### src/rtl/gestor_int_pkg.sv
// gestor_int_pkg: shared definitions for the interrupt controller.
// Holds the FSM state encoding, the register-window offsets and the
// width of the source index reported on int_id and in STATUS.
package gestor_int_pkg;

    localparam int ID_W = 4;

    typedef enum logic [1:0] {
        ST_IDLE    = 2'd0,
        ST_REQ     = 2'd1,
        ST_SERVICE = 2'd2
    } estado_t;

    localparam logic [15:0] OFF_MASK    = 16'd0;
    localparam logic [15:0] OFF_PENDING = 16'd1;
    localparam logic [15:0] OFF_STATUS  = 16'd2;

endpackage

### src/rtl/prioridad_int.sv
// prioridad_int: combinational lowest-index priority encoder.
// Bit 0 has the highest priority; o_found is 0 when the vector is empty.
module prioridad_int
    import gestor_int_pkg::*;
#(
    parameter int N_IRQ = 8
) (
    input  logic [N_IRQ-1:0] i_vec,
    output logic             o_found,
    output logic [ID_W-1:0]  o_idx
);

    // Scan from the top down so the last hit, the lowest set index, wins
    always_comb begin
        o_found = 1'b0;
        o_idx   = '0;
        for (int i = N_IRQ - 1; i >= 0; i--) begin
            if (i_vec[i]) begin
                o_found = 1'b1;
                o_idx   = ID_W'(i);
            end
        end
    end

endmodule

### src/rtl/gestor_interrupciones.sv
// gestor_interrupciones: memory-mapped interrupt controller with a
// MASK / PENDING / STATUS register window and an IDLE-REQ-SERVICE
// handshake towards the CPU (int_req / int_ack / int_eoi).
// Optional build macro GESTOR_INT_EDGE_EN: when defined, requests are
// captured on 0->1 transitions of irq_in; otherwise any cycle with
// irq_in high (re)sets the pending bit.
module gestor_interrupciones
    import gestor_int_pkg::*;
#(
    parameter int          N_IRQ     = 8,
    parameter logic [15:0] BASE_ADDR = 16'hFF10
) (
    input  logic             clk,
    input  logic             reset,
    input  logic [N_IRQ-1:0] irq_in,
    input  logic [15:0]      direcciones,
    input  logic [15:0]      datos_w,
    input  logic             we,
    output logic [15:0]      datos_r,
    output logic             int_req,
    output logic [ID_W-1:0]  int_id,
    input  logic             int_ack,
    input  logic             int_eoi
);

    localparam logic [15:0] ADDR_MASK    = BASE_ADDR + OFF_MASK;
    localparam logic [15:0] ADDR_PENDING = BASE_ADDR + OFF_PENDING;
    localparam logic [15:0] ADDR_STATUS  = BASE_ADDR + OFF_STATUS;

    estado_t          r_state;
    estado_t          w_next_state;
    logic [ID_W-1:0]  r_id;
    logic [ID_W-1:0]  w_next_id;
    logic [N_IRQ-1:0] r_mask;
    logic [N_IRQ-1:0] r_pending;

    logic [N_IRQ-1:0] w_capture;
    logic [N_IRQ-1:0] w_eligible;
    logic [N_IRQ-1:0] w_id_onehot;
    logic [N_IRQ-1:0] w_clear;
    logic             w_found;
    logic [ID_W-1:0]  w_winner;
    logic             w_id_ok;
    logic             w_ack_taken;
    logic             w_wr_mask;
    logic             w_wr_pending;
    logic             w_unused_datos;

    // Write-data bits above N_IRQ have no register behind them
    assign w_unused_datos = ^datos_w;

    assign w_wr_mask    = we && (direcciones == ADDR_MASK);
    assign w_wr_pending = we && (direcciones == ADDR_PENDING);

`ifdef GESTOR_INT_EDGE_EN
    logic [N_IRQ-1:0] r_hist;

    // Remember last cycle's request levels so only rising edges capture
    always_ff @(posedge clk or negedge reset) begin
        if (!reset) begin
            r_hist <= '0;
        end else begin
            r_hist <= irq_in;
        end
    end

    assign w_capture = irq_in & ~r_hist;
`else
    assign w_capture = irq_in;
`endif

    assign w_eligible = r_pending & r_mask;

    prioridad_int #(
        .N_IRQ (N_IRQ)
    ) u_prioridad (
        .i_vec   (w_eligible),
        .o_found (w_found),
        .o_idx   (w_winner)
    );

    // Decode the latched source index into a bit position of the window
    always_comb begin
        w_id_onehot = '0;
        for (int i = 0; i < N_IRQ; i++) begin
            w_id_onehot[i] = (r_id == ID_W'(i));
        end
    end

    // The latched source is only still worth requesting while it is
    // both pending and enabled
    assign w_id_ok = |(w_eligible & w_id_onehot);

    // Next-state logic: request the winner, service it on ack, and
    // withdraw a request whose source lost its pending or mask bit
    always_comb begin
        w_next_state = r_state;
        w_next_id    = r_id;
        w_ack_taken  = 1'b0;
        case (r_state)
            ST_IDLE: begin
                if (w_found) begin
                    w_next_state = ST_REQ;
                    w_next_id    = w_winner;
                end
            end
            ST_REQ: begin
                if (!w_id_ok) begin
                    w_next_state = ST_IDLE;
                end else if (int_ack) begin
                    w_next_state = ST_SERVICE;
                    w_ack_taken  = 1'b1;
                end
            end
            ST_SERVICE: begin
                if (int_eoi) begin
                    w_next_state = ST_IDLE;
                end
            end
            default: begin
                w_next_state = ST_IDLE;
            end
        endcase
    end

    // Clears come from an accepted ack and from write-1-to-clear
    always_comb begin
        w_clear = '0;
        if (w_wr_pending) begin
            w_clear = datos_w[N_IRQ-1:0];
        end
        if (w_ack_taken) begin
            w_clear = w_clear | w_id_onehot;
        end
    end

    // FSM state and latched source index
    always_ff @(posedge clk or negedge reset) begin
        if (!reset) begin
            r_state <= ST_IDLE;
            r_id    <= '0;
        end else begin
            r_state <= w_next_state;
            r_id    <= w_next_id;
        end
    end

    // MASK and PENDING registers; a capture outranks a same-cycle clear
    always_ff @(posedge clk or negedge reset) begin
        if (!reset) begin
            r_mask    <= '0;
            r_pending <= '0;
        end else begin
            if (w_wr_mask) begin
                r_mask <= datos_w[N_IRQ-1:0];
            end
            r_pending <= (r_pending & ~w_clear) | w_capture;
        end
    end

    // Register window read mux; addresses outside the window read 0
    always_comb begin
        datos_r = '0;
        if (direcciones == ADDR_MASK) begin
            datos_r = 16'(r_mask);
        end else if (direcciones == ADDR_PENDING) begin
            datos_r = 16'(r_pending);
        end else if (direcciones == ADDR_STATUS) begin
            datos_r = {10'd0, r_state, r_id};
        end
    end

    assign int_req = (r_state == ST_REQ);
    assign int_id  = r_id;

endmodule

### config.mk
export PLATFORM = sky130hd
export DESIGN_NAME = gestor_interrupciones
export DESIGN_NICKNAME = d
export VERILOG_FILES = /design/src/rtl/gestor_int_pkg.sv /design/src/rtl/prioridad_int.sv /design/src/rtl/gestor_interrupciones.sv
export SDC_FILE = /design/constraint.sdc
export NUM_CORES = 1
export LEC_CHECK = 0
export ABC_AREA = 1
export BUFFER_PORTS_ARGS = -buffer_cell sky130_fd_sc_hd__buf_2
export CAP_MARGIN = 20
export CORE_MARGIN = 2
export CORE_UTILIZATION = 49
export CTS_CLUSTER_DIAMETER = 150
export DETAILED_ROUTE_END_ITERATION = 10
export MAX_ROUTING_LAYER = met4
export PLACE_DENSITY_LB_ADDON = 0.3
export SLEW_MARGIN = 5
export SYNTH_ARGS = -nofsm -noshare
export SYNTH_HDL_FRONTEND = slang
export SYNTH_SLANG_ARGS = --single-unit
### constraint.sdc
create_clock -name clk -period 1.55 [get_ports clk]
set_clock_uncertainty 0.05 [all_clocks]
set_input_delay 0.0775 -clock clk [delete_from_list [all_inputs] [get_ports clk]]
set_output_delay 0.0775 -clock clk [all_outputs]
set_load 0.02 [all_outputs]
==> run summary <==
post-CTS setup buffers: 0
reg-to-reg slack, setup: 120 ps
Setup WS post-layout: 88.5 ps
Routed WL: 4.54 mm
clock sinks: 21
synthesized cell area: 1660 um2
I/O pin count: 66
die width: 62.2 um
register bit total from synthesis: 21
initial core utilization: 0.505
total core area: 3280 um2
clock buffer depth: 2
total die area: 3860 um2
Req. time, crit path: 1420 ps
row cnt: 21
Worst-Skew Late Latency: 310 ps
total CTS buffers: 3
clock slew at reported path FFs: 120 ps
antenna-violating nets left: 0
Die Y: 62.2 um
root buf cell: clkbuf_4
P_int: 1.09 mW
vias in the first global route: 1,713
Post-synth EDFFs: 0
worst min path class: input port to register
GRT Resource Usage Total: 0.248
area grow syn2layout: 32.8%
H-Tree Depth: 1
Gate power share: 0.486
Synth cell types: 30
DP HPWL: 3.18 mm
Final Hold Vio Count: 0
Total Nets Final: 360
crit path DAT: 1330 ps
drt initial violations: 73
routed via count: 1,854
DR pass1 iterations: 4
first-pass GRT wire length: 7.49 mm
Cell Area, Placed: 1960 um2
Max Cap Violations: 0
Max FO, Critical Path: 7
routed len/inst: 12.6 um
Final Setup Violations: 0
sequential power share: 0.375
largest cells by area after synthesis: dfrtp_1 32%, nand2_1 14%, inv_1 7.7%
syn avg cell area: 6.88 um2
Net Switching: 0.896 mW
Mapped Cells: 241
antenna cells: 0
CTS tree: yes
VDD IR-drop max: 0.000498 V
top-count cell post-synth: nand2_1
DRC violations left: 0
post-synthesis sequential area ratio: 0.317
outcome: finished clean
Startpoint Class: register
vias per inst: 5.15
switching part of the total: 0.452
FFs w/ async S/R, synth: 1.00
Critical Path Sink Type: primary output
leakage power: 1.22 nW
initial antenna violation count: 0
pwr/cell area: 900 nW/um2
worst slack, placed: 51.0 ps
port bufs: 48
share of post-route cells with drive strength above 1: 0.312
Yosys warning count: 0
min cycle time layout: 1460 ps
period utilization: 0.943
Synth top cells by count: 60 x nand2_1, 34 x inv_1, 21 x dfrtp_1
grt ovf: 0
leading area contributor after synthesis: dfrtp_1
leading register cell type out of synthesis: dfrtp_1
final instance area: 2200 um2
top-area cell type share of the netlist area: 0.317
Clk pwr share: 0.139
critical path class: register to primary output
Max Transition Viols Final: 0
GP Congestion: 0.956
fmax: 684 MHz
pin count of the biggest net entering global routing: 22
-- cell families (layout without fill, tap and decap cells) --
kind of cell	count (synthesis)	after routing	share of synthesized area
buffers and inverters	55	119	0.164
and+or+nand+nor	135	136	0.412
other	1	9	0.00226
DFF	21	21	0.317
AOI/OAI and AO/OA	29	29	0.105
-- stage by stage --
stage	hold slack, ps	setup TNS, ps	total power, mW	instances	util
detailed placement	20.5	0	1.59	337	0.597
floorplan	-268	0	1.29	249	-
global route	100	-76.5	2.13	360	0.670
global placement	20.3	0	1.58	337	0.597
finish	52.5	0	1.98	360	0.670
CTS	48.6	0	1.90	359	0.659
-- placed cells by master (no fill, tap or decap), types with 3 or more instances in the layout --
| cell type | netlist | routed |
|---|---|---|
| dfrtp_1 | 21 | 18 |
| o211ai_1 | 5 | 5 |
| nor3_1 | 6 | 6 |
| buf_2 | 1 | 46 |
| conb_1 | 1 | 9 |
| buf_4 | 13 | 14 |
| nand4_1 | 18 | 18 |
| dfrtp_2 | 0 | 3 |
| a21oi_1 | 6 | 5 |
| nand3_1 | 14 | 14 |
| dlygate4sd3_1 | 0 | 18 |
| inv_1 | 34 | 34 |
| o21ai_1 | 6 | 6 |
| nand2_2 | 9 | 10 |
| nor2_1 | 18 | 11 |
| clkbuf_4 | 0 | 3 |
| o21ai_0 | 6 | 6 |
| nand2_1 | 60 | 60 |
| nor2_2 | 1 | 8 |
-- critical path, stage by stage, from the launching register on --
cell,delay (ps)
dfrtp_2,470
buf_4,160
nand3_1,100
a21oi_2,150
buf_4,150
-- final cells by class --
type                    instances  area, um2
fillers                       318       1080
multi-input cells             174        918
inverters                      36        135
clock buffers                   4       26.3
flip-flops and latches         21        529
well taps                      46       57.6
repair buffers                 79        536
-- power by group through the flow --
stage          Clock, mW  Combinational, mW  Sequential [mW]
2_1_floorplan          0              0.574            0.714
3_3_place_gp           0              0.844            0.731
3_5_place_dp           0              0.855            0.735
4_1_cts            0.284              0.892            0.723
5_1_grt            0.303               1.07            0.763
6_report           0.276              0.963            0.744
-- state kept, by name, summed over array words and instances, names as in the netlist --
name and flops:
r_pending 8, int_id 3, r_state 2, r_mask 8
-- per-layer routing --
metal / global-route usage / vias up / share of wire
met5: - / - / 0
met1: 0.306 / 856 / 0.43
met2: 0.414 / 73 / 0.49
met4: 0.108 / 0 / 0.030
li1: - / 913 / -
met3: 0.0272 / 12 / 0.051
-- repair_timing --
| item | 4_1_cts | 5_1_grt |
|---|---|---|
| hold buffers | 18 | 0 |
| endpoints found under the hold margin | 38 | 0 |
| resized for setup | 0 | 14 |
| endpoints found under the setup margin | 0 | 13 |
-- path summary, 6_finish.rpt --
check	from	end	cells past startpoint
max	int_id[0]$_DFFE_PN0P_	datos_r[0]	4
max in group asynchronous	reset	int_id[1]$_DFFE_PN0P_	2
min in group asynchronous	reset	r_pending[0]$_DFF_PN0_	2
min	int_ack	r_state[0]$_DFFE_PN0P_	2
max reg2reg	int_id[1]$_DFFE_PN0P_	r_pending[4]$_DFF_PN0_	9
min reg2reg	r_mask[2]$_DFFE_PN0P_	r_mask[2]$_DFFE_PN0P_	2
Note: power is estimated with default switching activity, not from simulation.
